<file path="config.mk">
export PLATFORM = sky130hd
export DESIGN_NAME = pedal_sensor_cond_flat
export DESIGN_NICKNAME = d
export VERILOG_FILES = /design/src/rtl/ebike_pkg.sv /design/src/rtl/pedal_sensor_cond_if.sv /design/src/rtl/pedal_sensor_cond_cadence_debounce.sv /design/src/rtl/pedal_sensor_cond.sv /design/src/flat_wrapper.sv
export SDC_FILE = /design/constraint.sdc
export NUM_CORES = 1
export LEC_CHECK = 0
export CAP_MARGIN = 20
export CORE_MARGIN = 3
export CORE_UTILIZATION = 35
export DETAILED_ROUTE_END_ITERATION = 8
export HOLD_SLACK_MARGIN = 0.15
export PLACE_DENSITY_LB_ADDON = 0.1
export SETUP_SLACK_MARGIN = 0.2
export SLEW_MARGIN = 5
export SYNTH_ARGS = -nofsm -noshare
export SYNTH_HDL_FRONTEND = slang
export SYNTH_SLANG_ARGS = --single-unit
export TNS_END_PERCENT = 100
</file>
<file path="constraint.sdc">
create_clock -name clk -period 4.85 [get_ports clk]
set_input_delay 0.485 -clock clk [delete_from_list [all_inputs] [get_ports clk]]
set_output_delay 0.485 -clock clk [all_outputs]
set_load 0.01 [all_outputs]
</file>
<file path="src/rtl/ebike_pkg.sv">
// Shared e-bike rider-effort definitions: widths, cadence thresholds and
// the torque averaging shift used by the sensor conditioning datapath.
package ebike_pkg;

  localparam int TORQUE_W   = 12;
  localparam int CAD_W      = 5;
  localparam int CAD_MIN    = 2;
  localparam int CAD_SAT    = 31;
  localparam int AVG_SHIFT  = 5;

  // Accumulator carries AVG_SHIFT fractional bits below the torque value.
  localparam int ACC_W      = TORQUE_W + AVG_SHIFT;
  // One spare bit above the cadence width so saturation is visible.
  localparam int EDGE_CNT_W = CAD_W + 1;

  typedef logic [TORQUE_W-1:0]   torque_t;
  typedef logic [CAD_W-1:0]      cadence_t;
  typedef logic [ACC_W-1:0]      accum_t;
  typedef logic [EDGE_CNT_W-1:0] edge_cnt_t;

endpackage

</file>
<file path="src/rtl/pedal_sensor_cond_if.sv">
// Sensor-side bundle of the pedal conditioning block: raw pedal pulse and
// torque sample in, conditioned rider-effort values out.
interface pedal_sensor_cond_if;
  import ebike_pkg::*;

  logic     cadence_raw;
  torque_t  torque;
  torque_t  avg_torque;
  cadence_t cadence;
  logic     not_pedaling;

  // Sensor front end / assist computation side.
  modport master (
    output cadence_raw,
    output torque,
    input  avg_torque,
    input  cadence,
    input  not_pedaling
  );

  // Conditioning block side.
  modport slave (
    input  cadence_raw,
    input  torque,
    output avg_torque,
    output cadence,
    output not_pedaling
  );

endinterface

</file>
<file path="src/rtl/pedal_sensor_cond_cadence_debounce.sv">
// Cadence pulse front end: two-flop synchronizer, optional stability filter
// and rising-edge detect of the accepted level.
// Build option: PEDAL_COND_DEBOUNCE_EN adds the stability filter; without it
// the accepted level is the synchronized level registered once.
module cadence_debounce
  import ebike_pkg::*;
#(
  parameter int STABLE_CYC = 1024
) (
  input  logic clk,
  input  logic rst_n,
  input  logic cadence_raw_i,
  output logic cad_acc_o,
  output logic cad_edge_o
);

  if (STABLE_CYC < 1) begin : g_bad_cfg
    $error("cadence_debounce: STABLE_CYC must be at least 1");
  end

  logic sync1_q;
  logic sync2_q;
  logic acc_q, acc_d;
  logic acc_prev_q;

  // Stage: bring the asynchronous Hall pulse into the clk domain.
  always_ff @(posedge clk or negedge rst_n) begin
    if (!rst_n) begin
      sync1_q <= 1'b0;
      sync2_q <= 1'b0;
    end else begin
      sync1_q <= cadence_raw_i;
      sync2_q <= sync1_q;
    end
  end

`ifdef PEDAL_COND_DEBOUNCE_EN
  localparam int CNT_W = $clog2(STABLE_CYC + 1);

  logic [CNT_W-1:0] stab_q, stab_d;

  // Accept a new level only after it has differed from the held level
  // for STABLE_CYC consecutive cycles; any agreement restarts the count.
  always_comb begin
    acc_d  = acc_q;
    stab_d = '0;
    if (sync2_q != acc_q) begin
      if (stab_q == CNT_W'(STABLE_CYC)) begin
        acc_d  = sync2_q;
        stab_d = '0;
      end else begin
        stab_d = stab_q + 1'b1;
      end
    end
  end

  // Stability counter register.
  always_ff @(posedge clk or negedge rst_n) begin
    if (!rst_n) begin
      stab_q <= '0;
    end else begin
      stab_q <= stab_d;
    end
  end
`else
  // Without the filter the accepted level simply follows the synchronizer.
  always_comb begin
    acc_d = sync2_q;
  end
`endif

  // Stage: accepted level and its one-cycle history for edge detection.
  always_ff @(posedge clk or negedge rst_n) begin
    if (!rst_n) begin
      acc_q      <= 1'b0;
      acc_prev_q <= 1'b0;
    end else begin
      acc_q      <= acc_d;
      acc_prev_q <= acc_q;
    end
  end

  assign cad_acc_o  = acc_q;
  assign cad_edge_o = acc_q & ~acc_prev_q;

endmodule

</file>
<file path="src/rtl/pedal_sensor_cond.sv">
// Pedal sensor conditioning: counts accepted cadence edges per fixed
// 2^WIN_W-cycle window and exponentially averages torque once per stroke.
// Build option: PEDAL_COND_DEBOUNCE_EN enables the cadence stability filter
// inside cadence_debounce.
module pedal_sensor_cond
  import ebike_pkg::*;
#(
  parameter int WIN_W      = 25,
  parameter int STABLE_CYC = 1024
) (
  input  logic               clk,
  input  logic               rst_n,
  pedal_sensor_cond_if.slave sns
);

  logic             cad_edge;
  logic [WIN_W-1:0] win_q, win_d;
  logic             win_tc;
  edge_cnt_t        edge_cnt_q, edge_cnt_d;
  cadence_t         cadence_q, cadence_d;
  logic             np_q, np_d;
  accum_t           accum_q, accum_d;

  // Clamp the window edge count to the reportable cadence range.
  function automatic cadence_t sat_cadence(input edge_cnt_t cnt);
    if (cnt > edge_cnt_t'(CAD_SAT)) begin
      return cadence_t'(CAD_SAT);
    end
    return cnt[CAD_W-1:0];
  endfunction

  // One EMA step with weight 1/32; the steady-state peak stays in range.
  function automatic accum_t ema_step(input accum_t acc, input torque_t smp);
    return acc - (acc >> AVG_SHIFT) + accum_t'(smp);
  endfunction

  // Restart the average directly at the current sample.
  function automatic accum_t ema_seed(input torque_t smp);
    return {smp, {AVG_SHIFT{1'b0}}};
  endfunction

  cadence_debounce #(
    .STABLE_CYC (STABLE_CYC)
  ) u_debounce (
    .clk           (clk),
    .rst_n         (rst_n),
    .cadence_raw_i (sns.cadence_raw),
    .cad_acc_o     (),
    .cad_edge_o    (cad_edge)
  );

  assign win_tc = &win_q;

  // Window counting: edges accumulate until terminal count, then the count
  // is published and restarted; an edge on the terminal cycle opens the
  // new window with a count of one.
  always_comb begin
    win_d      = win_q + 1'b1;
    edge_cnt_d = edge_cnt_q;
    cadence_d  = cadence_q;
    np_d       = np_q;
    if (cad_edge && (edge_cnt_q < edge_cnt_t'(CAD_SAT))) begin
      edge_cnt_d = edge_cnt_q + 1'b1;
    end
    if (win_tc) begin
      cadence_d  = sat_cadence(edge_cnt_q);
      np_d       = (edge_cnt_q < edge_cnt_t'(CAD_MIN));
      edge_cnt_d = cad_edge ? edge_cnt_t'(1) : edge_cnt_t'(0);
    end
  end

  // Torque average: advance once per stroke, re-seeding when the rider was
  // idle during the last reported window; otherwise hold.
  always_comb begin
    accum_d = accum_q;
    if (cad_edge) begin
      accum_d = np_q ? ema_seed(sns.torque) : ema_step(accum_q, sns.torque);
    end
  end

  // Stage: window counter, edge count and published cadence state.
  always_ff @(posedge clk or negedge rst_n) begin
    if (!rst_n) begin
      win_q      <= '0;
      edge_cnt_q <= '0;
      cadence_q  <= '0;
      np_q       <= 1'b1;
    end else begin
      win_q      <= win_d;
      edge_cnt_q <= edge_cnt_d;
      cadence_q  <= cadence_d;
      np_q       <= np_d;
    end
  end

  // Stage: torque accumulator.
  always_ff @(posedge clk or negedge rst_n) begin
    if (!rst_n) begin
      accum_q <= '0;
    end else begin
      accum_q <= accum_d;
    end
  end

  assign sns.avg_torque   = accum_q[ACC_W-1:AVG_SHIFT];
  assign sns.cadence      = cadence_q;
  assign sns.not_pedaling = np_q;

endmodule

</file>
<file path="src/flat_wrapper.sv">
// flat-port wrapper written by rule: the top's interface ports become plain ports
module pedal_sensor_cond_flat import ebike_pkg::*;
#(
  parameter int WIN_W      = 25,
  parameter int STABLE_CYC = 1024
)
  (clk, rst_n, sns_cadence_raw, sns_torque, sns_avg_torque, sns_cadence, sns_not_pedaling);
  pedal_sensor_cond_if sns_i ();
  input  logic clk;
  input  logic rst_n;
  input wire logic [$bits(sns_i.cadence_raw)-1:0] sns_cadence_raw;
  input wire logic [$bits(sns_i.torque)-1:0] sns_torque;
  output wire logic [$bits(sns_i.avg_torque)-1:0] sns_avg_torque;
  output wire logic [$bits(sns_i.cadence)-1:0] sns_cadence;
  output wire logic [$bits(sns_i.not_pedaling)-1:0] sns_not_pedaling;
  assign sns_i.cadence_raw = sns_cadence_raw;
  assign sns_i.torque = sns_torque;
  assign sns_avg_torque = sns_i.avg_torque;
  assign sns_cadence = sns_i.cadence;
  assign sns_not_pedaling = sns_i.not_pedaling;
  pedal_sensor_cond #(.WIN_W(WIN_W), .STABLE_CYC(STABLE_CYC)) u_core (.clk(clk), .rst_n(rst_n), .sns(sns_i));
endmodule
</file>
==> results of run 1 <==
==> state kept, by name, summed over array words and instances (netlist names) <==
signal / flops
u_core.accum_q: 17
u_core.edge_cnt_q: 6
u_core.sns.cadence: 5
u_core.sns.not_pedaling: 1
u_core.u_debounce.acc_d: 1
u_core.u_debounce.acc_prev_q: 1
u_core.u_debounce.cad_acc_o: 1
u_core.u_debounce.sync1_q: 1
u_core.win_q: 25
==> cell families (layout without fill, tap and decap cells) <==
| family | Yosys count | count (layout) | synth area share |
|---|---|---|---|
| adder cells (fa/ha/maj) | 31 | 31 | 0.129 |
| buffers and inverters | 80 | 108 | 0.0940 |
| AND/OR/NAND/NOR | 102 | 102 | 0.147 |
| XOR/XNOR | 36 | 36 | 0.0852 |
| flip-flops | 58 | 58 | 0.392 |
| AO/OA/AOI/OAI | 78 | 78 | 0.147 |
| multiplexers | 2 | 2 | 0.00541 |
==> how the worst max path moves through the flow <==
stage | startpoint | endpoint | slack (ns) | depth (start not counted)
global route | sns_torque[1] | u_core.accum_q[16]$_DFFE_PN0P_ | 1.35 | 12
CTS | sns_torque[1] | u_core.accum_q[16]$_DFFE_PN0P_ | 1.48 | 12
global placement | sns_torque[1] | u_core.accum_q[16]$_DFFE_PN0P_ | 1.14 | 12
floorplan | sns_torque[1] | u_core.accum_q[16]$_DFFE_PN0P_ | 1.77 | 11
detailed placement | sns_torque[1] | u_core.accum_q[16]$_DFFE_PN0P_ | 1.12 | 12
finish | sns_torque[1] | u_core.accum_q[16]$_DFFE_PN0P_ | 1.45 | 12
==> final cells by class <==
class,instances,share of cell area
flip-flops and latches,58,0.339
multi-input cells,249,0.443
inverters,58,0.0508
clock buffers,11,0.0330
well taps,133,0.0388
clock inverters,5,0.0181
repair buffers,34,0.0771
==> routing by layer <==
metal | vias up | global-route usage | part of all wire
li1 | 1341 | - | -
met2 | 49 | 0.231 | 0.46
met5 | - | 0 | 0
met3 | 8 | 0.0391 | 0.046
met4 | 0 | 0.0469 | 0.015
met1 | 1268 | 0.195 | 0.47
==> report_power, final <==
part / leakage [uW] / switching [uW] / total, uW / internal (uW)
clock network: 0.000109 / 202 / 504 / 302
logic: 0.00122 / 1080 / 1970 / 885
registers: 0.000736 / 98.4 / 675 / 576
total: 0.00206 / 1380 / 3150 / 1760
==> metrics by stage <==
| stage | total power, uW | hold WS (ns) | cells |
|---|---|---|---|
| 2_1_floorplan | 2230 | 0.189 | 387 |
| 3_3_place_gp | 2640 | 0.337 | 532 |
| 3_5_place_dp | 2640 | 0.335 | 532 |
| 4_1_cts | 3180 | 0.325 | 548 |
| 5_1_grt | 3480 | 0.349 | 548 |
| 6_report | 3150 | 0.295 | 548 |
==> placed cells by master, fill, tap and decap left out, types with 10 or more instances in the layout <==
cell              n
clkbuf_8         10
ha_1             19
clkdlybuf4s50_1  31
dfrtp_1          57
a21oi_1          22
nand3_1          18
fa_1             12
nand2_1          22
inv_1            58
xor2_1           12
o21ai_0          12
xnor2_1          24
nor2_1           30
==> flow_summary.yaml, run 1 <==
status:
  status: "complete, no violations"
yosys:
  ys_seq_elements: 58
  synth_commonest_cells: "inv_1 (58), dfrtp_1 (57), nor2_1 (30)"
  synth_flop_cell: "dfrtp_1"
  post_synth.cell_area_avg_sq_um: 9.56
  synth.most_common_cell: "inv_1"
  synthDistinctLibCells: 52
  yosysSeqAreaShare: 0.392
  synth_cells: 387
  async_flop_share: 1.00
  yosysWarnings: 0
  synth_fp_nets: 433
  synthTopCellsByArea: "dfrtp_1 (39%), fa_1 (6.5%), ha_1 (6.4%), inv_1 (5.9%), xnor2_1 (5.7%)"
  syn-cell-area_sq_mm: 0.00370
  yosysTopAreaCell: "dfrtp_1"
  synth_top_area_share: 0.385
  synth-edff-count: 0
sta:
  layout_setup_ws_ns: 1.45
  fmax_mhz: 295
  fin_tns_setup_ns: 0
  setup_viol: 0
  period_needed_ns: 3.40
  fin_worst_skew_ns: 0.00870
  rsz0062_at_grt: "no"
  tightestPinTransition_ns: 0.872
  drv_slew: 0
  relSlewSlack: 0.415
  finalCritPeriodShare: 0.700
  hold_violations: 0
grt:
  track_usage: 0.146
  grt_max_degree: 59
  grt-ovfl-total: 0
  antenna_found_initial: 0
  grt_pass1_vias: 2769
  grt_pass1_wl_mm: 13.5
worst_hold_path:
  hold_class: "primary input to async pin"
worst_setup_path:
  slowest_stage: "clkdlybuf4s50_1"
  rrSetupSlack_ns: 1.69
  end_kind: "flop"
  rr_endpoint: "u_core.accum_q[16]$_DFFE_PN0P_"
  r2r_start: "u_core.accum_q[6]$_DFFE_PN0P_"
  cp.arrival_ns: 3.67
  reg2reg_depth: 10
  required_ns: 5.13
  critPathLaunchType: "primary input"
  path_cells: "clkdlybuf4s50_1 -> inv_1 -> fa_1 -> inv_1 -> fa_1 -> a211oi_2 -> o21bai_4 -> o2111ai_2 -> a21oi_2 -> or3_1 -> a2111o_1 -> nand3_1"
  path_max_fanout: 4
  crit_type: "primary input to flop"
  path_delay_family: "compound AO/OA/AOI/OAI gates"
  critPathMaxStageDelay_ns: 0.49
  worst-path-buf-inv: 3
placed_design:
  gp_congestion: 0.847
  place_ws_ns: 1.12
  io_buffers: 32
  placed_cell_area_sq_mm: 0.00407
  place_hpwl_mm: 5.47
finish:
  multiInputGateArea_sq_mm: 0.00190
  finalInstanceArea_sq_mm: 0.00429
  regArea_sq_mm: 0.00145
  syn_to_final_growth_pct: 15.8
  post-route-util: 0.427
  num_antenna_cells: 0
  nFillCells: 1004
  nNetsFinal: 456
  drive_above_1_share: 0.0747
clock_tree:
  cts_resized: 0
  tritoncts: "done"
  clk_latency_ns: 0.34
  htree_levels: 3
  clockRootBuffer: "clkbuf_8"
  post-cts-setup-buffers: 0
  clk_path_buf_depth: 2
  cts_buffers: 9
  clkTransAtPathRegs_ns: 0.07
  holdBufCountCts: 0
  clock_sinks: 58
detailed_routing:
  wl_mm: 7.77
  ant_nets: 0
  via_count: 2666
  drt_first_pass_iters: 4
  routed_via_density: 4.86
  wire_per_inst_microns: 14.2
  drc: 0
  dr.first_iter.drc_count: 64
job:
  cap_violations: 0
floorplan:
  die_h_microns: 109
  row_count: 36
  pin_count: 33
  core_area_sq_mm: 0.0100
  dieWidth_microns: 109
  start_util: 0.368
  die_area_sq_mm: 0.0118
power:
  peakVddDrop_uv: 291
  leakage_uw: 0.00206
  p_per_area_mw_per_mm2: 734
(Power assumes the default switching activity.)
==> run 2: changes to the inputs <==
==> constraint.sdc (replaced) <==
create_clock -name clk -period 3.14 [get_ports clk]
set_input_delay 0.314 -clock clk [delete_from_list [all_inputs] [get_ports clk]]
set_output_delay 0.314 -clock clk [all_outputs]
set_load 0.01 [all_outputs]
==> flow_summary.yaml, run 2 (synthesis gave the netlist of run 1 again) <==
worst_setup_path:
  path_cells: "clkdlybuf4s50_1 -> inv_1 -> fa_1 -> inv_1 -> ha_4 -> a211oi_4 -> o21bai_4 -> o2111ai_4 -> a21oi_2 -> or3_4 -> a2111o_1 -> nand3_2"
  critPathMaxStageDelay_ns: 0.51
  required_ns: 3.41
  crit_type: "primary input to flop"
  path_max_fanout: 3
  cp.arrival_ns: 3.22
  critPathLaunchType: "primary input"
  path_delay_family: "compound AO/OA/AOI/OAI gates"
  worst-path-buf-inv: 3
  r2r_start: "u_core.accum_q[6]$_DFFE_PN0P_"
  slowest_stage: "fa_1"
  worst_path_most_repeated_cell: "inv_1"
  end_kind: "flop"
  setup.worst_path.start: "sns_torque[2]"
detailed_routing:
  drt_first_pass_iters: 4
  wire_per_inst_microns: 14.3
  wl_mm: 8.33
  dr.first_iter.drc_count: 78
  routed_via_density: 4.79
  ant_nets: 0
  via_count: 2790
  drc: 0
placed_design:
  io_buffers: 32
  gp_congestion: 0.836
  place_hpwl_mm: 5.91
worst_hold_path:
  hold_class: "flop to flop"
  hold_start: "u_core.u_debounce.acc_d$_DFF_PN0_"
job:
  cap_violations: 0
sta:
  drv_slew: 0
  fin_tns_setup_ns: 0
  relSlewSlack: 0.371
  setup_viol: 0
  finalCritPeriodShare: 0.938
  hold_violations: 0
  fmax_mhz: 340
  rsz0062_at_grt: "yes"
  tightestPinTransition_ns: 0.942
  period_needed_ns: 2.94
  fin_worst_skew_ns: 0.0107
grt:
  grt_pass1_wl_mm: 14.3
  grt-ovfl-total: 0
  grt_pass1_vias: 2940
  track_usage: 0.156
  antenna_found_initial: 0
  grt_max_degree: 34
finish:
  largest_reg_flops: 25
  nFillCells: 993
  nNetsFinal: 491
  drive_above_1_share: 0.180
  multiInputGateArea_sq_mm: 0.00201
  regArea_sq_mm: 0.00146
  num_antenna_cells: 0
  top_regs: "u_core.win_q (25), u_core.accum_q (17), u_core.edge_cnt_q (6)"
  final_common_cell: "inv_1"
  regMostFlops: "u_core.win_q"
  layout_common_cells: "inv_1 (56), dfrtp_1 (55), buf_4 (36)"
  syn_to_final_growth_pct: 25.5
clock_tree:
  clock_sinks: 58
  cts_buffers: 9
  tritoncts: "done"
  clkTransAtPathRegs_ns: 0.07
  clk_latency_ns: 0.34
  clockRootBuffer: "clkbuf_8"
  htree_levels: 3
  clk_path_buf_depth: 2
floorplan:
  row_count: 36
  die_h_microns: 109
  die_area_sq_mm: 0.0118
  dieWidth_microns: 109
  pin_count: 33
  core_area_sq_mm: 0.0100
  start_util: 0.368
power:
  peakVddDrop_uv: 465
  p_per_area_mw_per_mm2: 1250
  power_uw: 5800
  leakage_uw: 0.00223
status:
  status: "complete, no violations"
run 2: final timing paths:
check                                                         to  slack (ns)  cells after the start
min in group asynchronous          u_core.accum_q[2]$_DFFE_PN0P_        0.60                      2
max in group asynchronous             u_core.win_q[19]$_DFF_PN0_        1.80                      3
min                        u_core.u_debounce.cad_acc_o$_DFF_PN0_        0.35                      0
max                               u_core.accum_q[16]$_DFFE_PN0P_        0.20                     12
max reg2reg                       u_core.accum_q[16]$_DFFE_PN0P_        0.21                     10
min reg2reg                u_core.u_debounce.cad_acc_o$_DFF_PN0_        0.35                      0
run 2: power by group:
group	switching, uW	internal, uW
clock	316	409
combinational	1970	2050
sequential	154	892
run 2: worst register-to-register path: cells and delay by family (launching register included):
| family | cells | cell delay [ns] |
|---|---|---|
| AO/OA/AOI/OAI | 5 | 1.09 |
| adder cells (fa/ha/maj) | 2 | 0.91 |
| buffers and inverters | 1 | 0.05 |
| flip-flops | 1 | 0.40 |
| AND/OR/NAND/NOR | 2 | 0.40 |
run 2: area by class of cell:
cell class	count	area share
tap	133	0.0358
inverter	58	0.0469
clock inverter	4	0.0108
clock buffer	12	0.0334
multi-input combinational	249	0.432
timing repair buffer	69	0.128
sequential	58	0.313
run 2: per-stage QoR:
stage | hold WS (ns) | utilization | std cells | worst slack (ns) | cell area [sq um]
finish | 0.351 | 0.462 | 583 | 0.196 | 4640
global route | 0.374 | 0.462 | 583 | 0.0765 | 4640
CTS | 0.354 | 0.453 | 580 | 0.125 | 4550
detailed placement | 0.338 | 0.428 | 562 | -0.315 | 4300
global placement | 0.336 | 0.428 | 562 | -0.245 | 4300
floorplan | 0.0184 | - | 387 | 0.256 | 3700
run 2: layer usage:
metal / wire length [microns] / global-route usage
met1: 3980 / 0.207
met3: 267 / 0.0326
met5: 0 / 0
met2: 3990 / 0.253
met4: 102 / 0.0514
run 2: timing repair:
action | CTS | global route
setup buffers | 1 | 3
resized for setup | 8 | 13
setup endpoints to repair | 5 | 8
pin swaps | 9 | 12
hold endpoints to repair | 30 | 0
hold buffers | 1 | 0
